--- config.mk ---
export PLATFORM = sky130hd
export DESIGN_NAME = gcl_ram_arbiter
export DESIGN_NICKNAME = d
export VERILOG_FILES = /design/src/rtl/gcl_ram_arbiter_pkg.sv /design/src/rtl/gcl_sat_counter.sv /design/src/rtl/gcl_ram_arbiter.sv
export SDC_FILE = /design/constraint.sdc
export NUM_CORES = 1
export LEC_CHECK = 0
export CAP_MARGIN = 20
export CORE_UTILIZATION = 42
export CTS_CLUSTER_SIZE = 14
export DETAILED_ROUTE_END_ITERATION = 7
export GPL_ROUTABILITY_DRIVEN = 0
export PLACE_DENSITY = 0.73
export SKIP_LAST_GASP = 1
export SLEW_MARGIN = 10
export SYNTH_ARGS = -nofsm -noshare
export SYNTH_HDL_FRONTEND = slang
export SYNTH_SLANG_ARGS = --single-unit
--- constraint.sdc ---
create_clock -name i_clk -period 4.4 [get_ports i_clk]
set_input_delay 0.44 -clock i_clk [delete_from_list [all_inputs] [get_ports i_clk]]
set_output_delay 0.44 -clock i_clk [all_outputs]
set_load 0.02 [all_outputs]
--- src/rtl/gcl_ram_arbiter_pkg.sv ---
// Shared widths, RAM latency and read-return tag encoding for the
// gate-control / config RAM port arbiter.
package gcl_ram_arbiter_pkg;

  localparam int ADDR_W     = 10;
  localparam int DATA_W     = 8;
  localparam int RAM_RD_LAT = 1;
  localparam int CNT_W      = 8;

  // One stage for the registered strobe plus one per RAM latency cycle.
  localparam int TAG_DEPTH  = RAM_RD_LAT + 1;

  typedef enum logic [1:0] {
    TAG_NONE = 2'd0,
    TAG_GC   = 2'd1,
    TAG_CFG  = 2'd2
  } tag_e;

  typedef struct packed {
    logic              valid;
    logic              wr;
    logic [ADDR_W-1:0] addr;
    logic [DATA_W-1:0] wdata;
  } req_t;

endpackage

--- src/rtl/gcl_sat_counter.sv ---
// Saturating up-counter with synchronous clear; holds at all-ones.
module gcl_sat_counter #(
  parameter int WIDTH = 8
) (
  input  logic             clk,
  input  logic             rst_n,
  input  logic             clr,
  input  logic             inc,
  output logic [WIDTH-1:0] count
);

  always_ff @(posedge clk) begin
    if (!rst_n || clr) begin
      count <= '0;
    end else if (inc && (count != {WIDTH{1'b1}})) begin
      count <= count + WIDTH'(1);
    end
  end

endmodule

--- src/rtl/gcl_ram_arbiter.sv ---
// Shares one single-port RAM between the gate-control reader and the config
// port; gate-control always wins, losing config requests wait in a pending slot.
module gcl_ram_arbiter
  import gcl_ram_arbiter_pkg::*;
(
  input  logic              i_clk,
  input  logic              i_rst_n,
  input  logic              i_cfg_wr,
  input  logic              i_cfg_rd,
  input  logic [ADDR_W-1:0] iv_cfg_addr,
  input  logic [DATA_W-1:0] iv_cfg_wdata,
  output logic              o_cfg_busy,
  output logic              o_cfg_rvalid,
  output logic [DATA_W-1:0] ov_cfg_rdata,
  input  logic              i_gc_rd,
  input  logic [ADDR_W-1:0] iv_gc_addr,
  output logic              o_gc_valid,
  output logic [DATA_W-1:0] ov_gc_rdata,
  output logic [ADDR_W-1:0] ov_ram_addr,
  output logic [DATA_W-1:0] ov_ram_wdata,
  output logic              o_ram_wr,
  output logic              o_ram_rd,
  input  logic [DATA_W-1:0] iv_ram_rdata,
  output logic [CNT_W-1:0]  ov_cfg_drop_cnt,
  output logic [CNT_W-1:0]  ov_gc_drop_cnt
);

  req_t gc_pend, gc_pend_next, cfg_pend, cfg_pend_next;
  req_t gc_new, cfg_new, gc_sel, cfg_sel, issue_sel;
  logic gc_issue, cfg_issue, any_issue;
  logic cfg_req, cfg_accept, cfg_drop, gc_drop;
  logic cfg_rd_in_flight, busy_next;
  tag_e issue_tag;
  tag_e tag_pipe [TAG_DEPTH];

  always_comb begin
    gc_new.valid  = i_gc_rd;
    gc_new.wr     = 1'b0;
    gc_new.addr   = iv_gc_addr;
    gc_new.wdata  = '0;

    // A simultaneous write+read keeps the write and drops the read.
    cfg_req       = i_cfg_wr | i_cfg_rd;
    cfg_accept    = cfg_req && !o_cfg_busy;
    cfg_drop      = (cfg_req && o_cfg_busy) || (i_cfg_wr && i_cfg_rd);
    cfg_new.valid = cfg_accept;
    cfg_new.wr    = i_cfg_wr;
    cfg_new.addr  = iv_cfg_addr;
    cfg_new.wdata = iv_cfg_wdata;

    gc_sel    = gc_pend.valid ? gc_pend : gc_new;
    cfg_sel   = cfg_pend.valid ? cfg_pend : cfg_new;
    gc_issue  = gc_sel.valid;
    cfg_issue = cfg_sel.valid && !gc_issue;
    any_issue = gc_issue || cfg_issue;
    issue_sel = gc_issue ? gc_sel : cfg_sel;
    gc_drop   = i_gc_rd && gc_pend.valid;

    gc_pend_next = gc_pend;
    if (gc_pend.valid && gc_issue) begin
      gc_pend_next.valid = 1'b0;
    end else if (!gc_pend.valid && gc_new.valid && !gc_issue) begin
      gc_pend_next = gc_new;
    end

    cfg_pend_next = cfg_pend;
    if (cfg_pend.valid && cfg_issue) begin
      cfg_pend_next.valid = 1'b0;
    end else if (!cfg_pend.valid && cfg_new.valid && !cfg_issue) begin
      cfg_pend_next = cfg_new;
    end

    if (gc_issue) begin
      issue_tag = TAG_GC;
    end else if (cfg_issue && !cfg_sel.wr) begin
      issue_tag = TAG_CFG;
    end else begin
      issue_tag = TAG_NONE;
    end

    // Busy drops in the cycle the config read data is presented.
    cfg_rd_in_flight = 1'b0;
    for (int i = 0; i < TAG_DEPTH - 1; i++) begin
      if (tag_pipe[i] == TAG_CFG) cfg_rd_in_flight = 1'b1;
    end
    busy_next = cfg_pend_next.valid || (issue_tag == TAG_CFG) || cfg_rd_in_flight;
  end

  always_ff @(posedge i_clk) begin
    if (!i_rst_n) begin
      gc_pend      <= '0;
      cfg_pend     <= '0;
      o_cfg_busy   <= 1'b0;
      o_ram_wr     <= 1'b0;
      o_ram_rd     <= 1'b0;
      ov_ram_addr  <= '0;
      ov_ram_wdata <= '0;
      o_gc_valid   <= 1'b0;
      ov_gc_rdata  <= '0;
      o_cfg_rvalid <= 1'b0;
      ov_cfg_rdata <= '0;
      for (int i = 0; i < TAG_DEPTH; i++) tag_pipe[i] <= TAG_NONE;
    end else begin
      gc_pend    <= gc_pend_next;
      cfg_pend   <= cfg_pend_next;
      o_cfg_busy <= busy_next;
      o_ram_wr   <= any_issue && issue_sel.wr;
      o_ram_rd   <= any_issue && !issue_sel.wr;
      if (any_issue) ov_ram_addr <= issue_sel.addr;
      if (any_issue && issue_sel.wr) ov_ram_wdata <= issue_sel.wdata;

      tag_pipe[0] <= issue_tag;
      for (int i = 1; i < TAG_DEPTH; i++) tag_pipe[i] <= tag_pipe[i-1];

      o_gc_valid   <= (tag_pipe[TAG_DEPTH-1] == TAG_GC);
      o_cfg_rvalid <= (tag_pipe[TAG_DEPTH-1] == TAG_CFG);
      if (tag_pipe[TAG_DEPTH-1] == TAG_GC)  ov_gc_rdata  <= iv_ram_rdata;
      if (tag_pipe[TAG_DEPTH-1] == TAG_CFG) ov_cfg_rdata <= iv_ram_rdata;
    end
  end

  gcl_sat_counter #(.WIDTH(CNT_W)) u_cfg_drop_cnt (
    .clk   (i_clk),
    .rst_n (i_rst_n),
    .clr   (1'b0),
    .inc   (cfg_drop),
    .count (ov_cfg_drop_cnt)
  );

  gcl_sat_counter #(.WIDTH(CNT_W)) u_gc_drop_cnt (
    .clk   (i_clk),
    .rst_n (i_rst_n),
    .clr   (1'b0),
    .inc   (gc_drop),
    .count (ov_gc_drop_cnt)
  );

endmodule

# After elaboration in Yosys (flattened, before gate mapping)
# Memories as Yosys holds them, arrays and structs flattened.
# Index checks and enable logic that the tools add are counted.
# word_totals
regBits	86
mem_bits_rw	4
output_inout_bits	55
n_memories	1
# op_classes
addsub	2
eq_ne	6
muxes	12
bitwise	6
reduce_logical	30
# mem_list
memory	depth	width	rd	rd_clocked_by_memory_dff	write_ports	line	source
tag_pipe	2	2	2	0	2	gcl_ram_arbiter.sv:34	tag_e tag_pipe [TAG_DEPTH];
# ops
operator	n
$mux 20	3
$mux 19	1
$add 8x1->8 const B	2
$logic_and 1x1->1	16
$ne 8x8->1 const B	2
$mux 2	4
$logic_not 1->1	7
$eq 2x2->1 const B	3
$logic_or 1x1->1	4
$mux 1	4
$reduce_and 2->1	2
$not 1->1	3
$or 1x1->1	3
$eq 2x1->1 const B	1
$reduce_or 2->1	1

# Logic depth before layout (Yosys ltp)
# Gate-level depths: netlist of run 1.
# logic_depth
word_depth	10
mapped_depth	5

# Modules after synthesis
# A second synthesis of run 1 with hierarchy kept.
# hier_totals
cells_unflattened	436
hier_area_um2	3938.8
# by_module_without_submodules
mod	instances	cells_per_inst	area_per_inst_um2
gcl_ram_arbiter	1	344	3095.5
gcl_sat_counter	2	46	421.7

# Least setup slack after synthesis of run 1
# No wires, ideal clock.
# synth_path
path_type	input -> register
from	in i_gc_rd
to	reg ov_ram_addr[8]
arrival_time_ns	1.410
t_required_ns	4.281
setup_slack_ns	2.871
cell_stages	4
n_path_buf	1
path_cell_list	or2_1 -> or3_1 -> buf_2 -> o221a_2
# synth_between
elab_chain_len	4
elab_cells_between_ends	5
classes_between	2 x mux; 3 x reduce/logical
# synth_lines
element	line	source
start, declared	gcl_ram_arbiter.sv:15	input logic i_gc_rd,
$mux 20 *	gcl_ram_arbiter.sv:51	gc_sel = gc_pend.valid ? gc_pend : gc_new;
$logic_not 1->1	gcl_ram_arbiter.sv:54	cfg_issue = cfg_sel.valid && !gc_issue;
$logic_and 1x1->1	gcl_ram_arbiter.sv:54	
$logic_or 1x1->1	gcl_ram_arbiter.sv:55	any_issue = gc_issue || cfg_issue;
end signal, assigned	gcl_ram_arbiter.sv:109	if (any_issue) ov_ram_addr <= issue_sel.addr;
end, declared	gcl_ram_arbiter.sv:19	output logic [ADDR_W-1:0] ov_ram_addr,
# Every way passes the cells marked *; elsewhere a longest branch is shown, timed or not.
# A chain may end at the register's enable or synchronous reset.

# Worst setup path in the final report of run 1
# layout_path
from	in i_gc_rd
to	reg ov_ram_addr[9]
# Same word-level chain as after synthesis.

==> flow_summary.json, run 1 <==
{
  "rows": 34,
  "clock_latency_ns": 0.34,
  "rsz0062_at_grt": "false",
  "synth_fp_nets": 475,
  "route.detailed.drc": 9,
  "ios": 96,
  "drt_pass1_iterations": 7,
  "hp-start": "tag_pipe[0][1]$_SDFF_PN0_",
  "ys_ff_latch": 90,
  "cp-start-kind": "input port",
  "clockRootBuffer": "clkbuf_8",
  "path_clk_slew_ns": 0.08,
  "ys.flop_type": "dfxtp_1",
  "p_total_w": 0.00166,
  "hold_class": "flip-flop to flip-flop",
  "drive_gt1_frac": 0.0690,
  "cts_setup_buffers": 0,
  "p_leak_nw": 1.86,
  "maxSlewHeadroom": 0.323,
  "synth_cell_types": 47,
  "vdd_drop_max_v": 0.000140,
  "seq_area_um2": 1800,
  "violations": "design-rule violations",
  "core_area_um2": 8850,
  "ff2ff_setup_slack_ns": 2.09,
  "cp_cell_sequence": "clkdlybuf4s50_1, or2_1, or3_1, o221a_2",
  "synthArstFlopShare": 0,
  "holdPathEnd": "tag_pipe[0][3]$_SDFF_PN0_",
  "cp.required_ns": 4.63,
  "wire_per_inst_um": 15.1,
  "grt_overflow": 0,
  "syn_area_per_cell_um2": 8.98,
  "htreeDepth": 3,
  "vias": 3443,
  "fin_nets": 547,
  "maxCapViolCount": 0,
  "setup_viol": 0,
  "slowest_delay_ns": 0.65,
  "grt_max_degree": 57,
  "drtIter0Drc": 161,
  "clock.fmax_ghz": 0.404,
  "drtAntennaViolNets": 0,
  "slew_violations": 0,
  "instances_no_fill": 615,
  "via_per_inst": 5.60,
  "synth_seq_area_share": 0.464,
  "whs_path_depth": 2,
  "ys.warnings.count": 0,
  "die_x_um": 98.1,
  "placed_area_um2": 4840,
  "grt_pass1_vias": 3190,
  "arrival_ns": 2.71,
  "critPathKind": "input port to flip-flop",
  "clock-sinks": 90,
  "end_kind": "flip-flop",
  "final_cell_mix": "94 x clkdlybuf4s50_1, 90 x dfxtp_1, 72 x nand2_1, 39 x a21oi_1, 21 x nand4_1",
  "portBuffers": 95,
  "slowest_stage": "clkdlybuf4s50_1",
  "period_share": 0.563,
  "cts_resized": 0,
  "nFillCells": 807,
  "cts_tree": "done",
  "cts_hold_buf": 0,
  "tightest_slew_ns": 1.02,
  "power_density_nw_per_um2": 330,
  "r2r-start": "cfg_pend[19]$_SDFF_PN0_",
  "wl_mm": 9.30,
  "syn_inst": 432,
  "reg2reg_depth": 3,
  "diodes": 0,
  "antenna_found_initial": 0,
  "final_util": 0.568,
  "die_area_um2": 9630,
  "area_delta_synth_final_pct": 29.5,
  "synth-edff-count": 0,
  "critPathMaxFanout": 21,
  "outcome": "finished, violations left",
  "r2r_end": "ov_ram_addr[4]$_SDFFE_PN0P_",
  "clock_skew_ns": 0.0108,
  "totalNegativeSetupSlack_ns": 0,
  "track_usage": 0.196,
  "fin_crit_ns": 2.48,
  "multi_input_area_um2": 1900,
  "clockBufferDepth": 2,
  "dp_hpwl_mm": 6.29,
  "grt_pass1_wl_mm": 15.4,
  "die_h_um": 98.1,
  "numCtsBuffers": 9,
  "start_util": 0.438,
  "final_area_um2": 5020,
  "dp.cells": 600,
  "syn_area_um2": 3880,
  "final_common_cell": "clkdlybuf4s50_1",
  "hold_viol_final": 0
}
-- routing by layer --
metal,up-vias,global-route usage,share of wire
met5,-,0,0
met4,0,0.0711,0.014
met3,11,0.0279,0.048
met2,92,0.306,0.46
met1,1629,0.275,0.48
li1,1711,-,-
-- area by class of cell --
type	count	area share
clock buffers	10	0.0254
clock inverters	4	0.00897
inverters	6	0.00448
well taps	108	0.0269
repair buffers	99	0.197
flip-flops and latches	90	0.359
multi-input cells	298	0.378
-- report_power, final --
group	switching [W]	internal [W]	leakage [nW]
clock network	0.000269	0.000254	0.0918
logic	0.000136	0.000121	1.03
registers	0.0000308	0.000849	0.733
total	0.000436	0.00122	1.86
-- critical path, delay by kind of cell --
kind / cells / cell delay [ns]
buffers and inverters: 1 / 0.65
AND/OR/NAND/NOR: 2 / 1.28
AO/OA/AOI/OAI: 1 / 0.33
-- worst max-delay path by stage --
stage,start,end,slack (ns),cells after the start
floorplan,i_gc_rd,ov_ram_addr[8]$_SDFFE_PN0P_,2.87,4
global placement,i_gc_rd,ov_ram_wdata[3]$_SDFFE_PN0P_,1.57,5
detailed placement,i_gc_rd,ov_ram_addr[9]$_SDFFE_PN0P_,1.59,4
CTS,i_gc_rd,ov_ram_addr[9]$_SDFFE_PN0P_,1.97,4
global route,i_gc_rd,ov_ram_addr[9]$_SDFFE_PN0P_,1.80,4
finish,i_gc_rd,ov_ram_addr[9]$_SDFFE_PN0P_,1.92,4
-- per-stage QoR --
stage	setup slack, ns	hold WS (ns)
6_report	1.92	0.441
5_1_grt	1.80	0.463
4_1_cts	1.97	0.444
3_5_place_dp	1.59	0.424
3_3_place_gp	1.57	0.418
2_1_floorplan	2.87	0.403
-- Yosys cell counts (6+ instances only) --
library cell / count / share of area
inv_1: 6 / 0.0058
nand2_1: 72 / 0.070
nand4_1: 21 / 0.034
buf_2: 14 / 0.018
o21ai_0: 8 / 0.010
nand3_1: 6 / 0.0077
mux2i_1: 15 / 0.039
clkbuf_1: 20 / 0.019
nor2_1: 7 / 0.0068
o221a_1: 8 / 0.023
o311a_1: 10 / 0.026
o31ai_1: 20 / 0.039
a21oi_1: 39 / 0.050
dfxtp_1: 90 / 0.46
mux2_2: 9 / 0.026
nand2b_1: 15 / 0.024
and2_1: 13 / 0.021
-- cells by family after synthesis --
kind of cell,count (synthesis),share of synthesized area
AO/OA/AOI/OAI,109,0.203
adder cells (fa/ha/maj),3,0.00903
buffers and inverters,44,0.0471
flip-flops,90,0.464
multiplexers,24,0.0648
other,1,0.000967
AND/OR/NAND/NOR,161,0.211
-- flip-flops by register name, summed over array words and instances, names as in the netlist --
signal,count
ov_cfg_rdata,8
o_gc_valid,1
u_gc_drop_cnt.count,8
ov_ram_addr,10
o_ram_rd,1
tag_pipe,4
o_cfg_busy,1
gc_pend,11
o_cfg_rvalid,1
cfg_pend,20
u_cfg_drop_cnt.count,8
ov_ram_wdata,8
ov_gc_rdata,8
o_ram_wr,1
Power figures use the tool's default switching activity.
==> inputs of run 2 (changes only) <==
--- a/config.mk
+++ b/config.mk
@@ -10,7 +10,7 @@
 export CTS_CLUSTER_SIZE = 14
 export DETAILED_ROUTE_END_ITERATION = 7
 export GPL_ROUTABILITY_DRIVEN = 0
-export PLACE_DENSITY = 0.73
+export PLACE_DENSITY = 0.76
 export SKIP_LAST_GASP = 1
 export SLEW_MARGIN = 10
 export SYNTH_ARGS = -nofsm -noshare
==> constraint.sdc (replaced) <==
create_clock -name i_clk -period 2.26 [get_ports i_clk]
set_input_delay 0.226 -clock i_clk [delete_from_list [all_inputs] [get_ports i_clk]]
set_output_delay 0.226 -clock i_clk [all_outputs]
set_load 0.02 [all_outputs]
==> run 2 against run 1 <==
  * The run still ends with design-rule violations left
  * Global-route usage rose by 1.3 points
  * Die area unchanged
  * First-iteration DRC count fell by 14%
  * Wire length grew 6.1%
  * Sequential power grew 93%
  * Critical path depth unchanged
  * Utilization is 0.99 points higher
  * Register-to-register slack got worse by 1.8 ns
  * Combinational power increased by 110%
  * Sequential cell count unchanged
  * Clock skew shrank 0.0017 ns
  * Via count up 3.4%
  * Largest cell class unchanged
  * Largest power group unchanged
  * Highest routed layer unchanged
==> flow_summary.json, run 2 (synthesized netlist as in run 1, its figures left out) <==
{
  "top_register": "cfg_pend",
  "setup_ws_ns": 0.337,
  "critPathMaxFanout": 16,
  "setup_viol": 0,
  "fin_nets": 556,
  "hold_class": "input port to flip-flop",
  "combPwrFrac": 0.159,
  "largest_register_ffs": 20,
  "ff2ff_setup_slack_ns": 0.34,
  "core_area_um2": 8850,
  "maxCapViolCount": 0,
  "drt_pass1_iterations": 6,
  "grt_pass1_vias": 3324,
  "die_x_um": 98.1,
  "placed_area_um2": 4900,
  "numCtsBuffers": 9,
  "holdPathEnd": "u_gc_drop_cnt.count[3]$_SDFFE_PN0P_",
  "fin_crit_ns": 1.92,
  "p_sw_frac": 0.272,
  "vias": 3561,
  "violations": "design-rule violations",
  "wire_per_inst_um": 15.8,
  "via_per_inst": 5.69,
  "clockBufferDepth": 2,
  "tightest_slew_ns": 0.691,
  "dp_worst_setup_slack_ns": 0.122,
  "grt_pass1_wl_mm": 16.2,
  "power.internal_w": 0.00244,
  "rows": 34,
  "holdWs_ns": 0.367,
  "grt_overflow": 0,
  "final_area_um2": 5110,
  "final_cell_mix": "94 x clkdlybuf4s50_1, 90 x dfxtp_1, 72 x nand2_1, 39 x a21oi_1, 21 x nand4_1",
  "clock-sinks": 90,
  "area_delta_synth_final_pct": 31.7,
  "arrival_ns": 2.20,
  "period_share": 0.851,
  "ios": 96,
  "drive_gt1_frac": 0.0907,
  "cp.required_ns": 2.54,
  "r2r-start": "cfg_pend[19]$_SDFF_PN0_",
  "drtIter0Drc": 139,
  "pwr-share-seq": 0.507,
  "clock_skew_ns": 0.00909,
  "start_util": 0.438,
  "hp-start": "i_rst_n",
  "rsz0062_at_grt": "false",
  "die_area_um2": 9630,
  "totalNegativeSetupSlack_ns": 0,
  "top_regs": "cfg_pend x20, gc_pend x11, ov_ram_addr x10",
  "clkPwrFrac": 0.334,
  "final_common_cell": "clkdlybuf4s50_1",
  "end_kind": "flip-flop",
  "grt_max_degree": 47,
  "portBuffers": 95,
  "antenna_found_initial": 0,
  "nFillCells": 828,
  "outcome": "finished, violations left",
  "cp-start-kind": "flip-flop",
  "power_density_nw_per_um2": 657,
  "critPathKind": "flip-flop to flip-flop",
  "clock_latency_ns": 0.35,
  "vdd_drop_max_v": 0.000294,
  "slew_violations": 0,
  "cts_setup_buffers": 0,
  "clockRootBuffer": "clkbuf_8",
  "whs_path_depth": 3,
  "path_clk_slew_ns": 0.09,
  "cts_resized": 0,
  "maxSlewHeadroom": 0.538,
  "p_leak_nw": 1.91,
  "cts_hold_buf": 0,
  "diodes": 0,
  "dp_hpwl_mm": 6.88,
  "htreeDepth": 3,
  "cts_tree": "done",
  "drtAntennaViolNets": 0,
  "p_sw_w": 0.000913,
  "reg2reg_depth": 4,
  "die_h_um": 98.1,
  "route.detailed.drc": 8,
  "clock.fmax_ghz": 0.520,
  "wl_mm": 9.86,
  "hold_viol_final": 0,
  "track_usage": 0.209,
  "r2r_end": "cfg_pend[18]$_SDFFE_PN0P_"
}
==> run 2: critical path, cell delays in order (launching register included) <==
cell and delay, ns:
dfxtp_1 0.68, or2_1 0.58, buf_4 0.32, o31ai_1 0.08, a21oi_1 0.17
==> run 2: area by class of cell <==
type                            instances  area [µm²]  area share
Clock buffer                           10         138      0.0269
Inverter                                6        22.5     0.00441
Tap cell                              108         135      0.0264
Clock inverter                          6        65.1      0.0127
Multi-Input combinational cell        298        1910       0.373
Timing Repair Buffer                  108        1040       0.204
Sequential cell                        90        1800       0.353
==> run 2: power groups by stage <==
stage / registers (W) / clock network, W / logic, W
after floorplan: 0.00177 / 0 / 0.000268
after CTS: 0.00170 / 0.00114 / 0.000531
after global routing: 0.00171 / 0.00122 / 0.000578
after detailed placement: 0.00174 / 0 / 0.000529
final: 0.00170 / 0.00112 / 0.000533
after global placement: 0.00174 / 0 / 0.000519
==> run 2: per-layer routing <==
| layer | global-route usage | vias up | wire, µm |
|---|---|---|---|
| met5 | 0 | - | 0 |
| met4 | 0.0734 | 0 | 136 |
| met3 | 0.0329 | 10 | 620 |
| met2 | 0.347 | 119 | 4720 |
| met1 | 0.275 | 1695 | 4380 |
| li1 | - | 1737 | - |
==> run 2: worst max-delay path by stage <==
stage,endpoint,from,slack [ns]
3_5_place_dp,ov_ram_addr[4]$_SDFFE_PN0P_,i_cfg_rd,0.12
5_1_grt,cfg_pend[5]$_SDFFE_PN0P_,cfg_pend[19]$_SDFF_PN0_,0.19
3_3_place_gp,ov_ram_addr[8]$_SDFFE_PN0P_,i_cfg_rd,0.16
4_1_cts,cfg_pend[18]$_SDFFE_PN0P_,cfg_pend[19]$_SDFF_PN0_,0.34
6_report,cfg_pend[18]$_SDFFE_PN0P_,cfg_pend[19]$_SDFF_PN0_,0.34
2_1_floorplan,ov_ram_addr[8]$_SDFFE_PN0P_,o_cfg_busy$_SDFF_PN0_,0.73
==> run 2: per-stage QoR <==
step,total power [W],instances,util
after CTS,0.00338,626,0.577
after detailed placement,0.00227,610,0.554
after floorplan,0.00204,432,-
final,0.00336,626,0.578
after global routing,0.00351,626,0.578
after global placement,0.00226,610,0.554
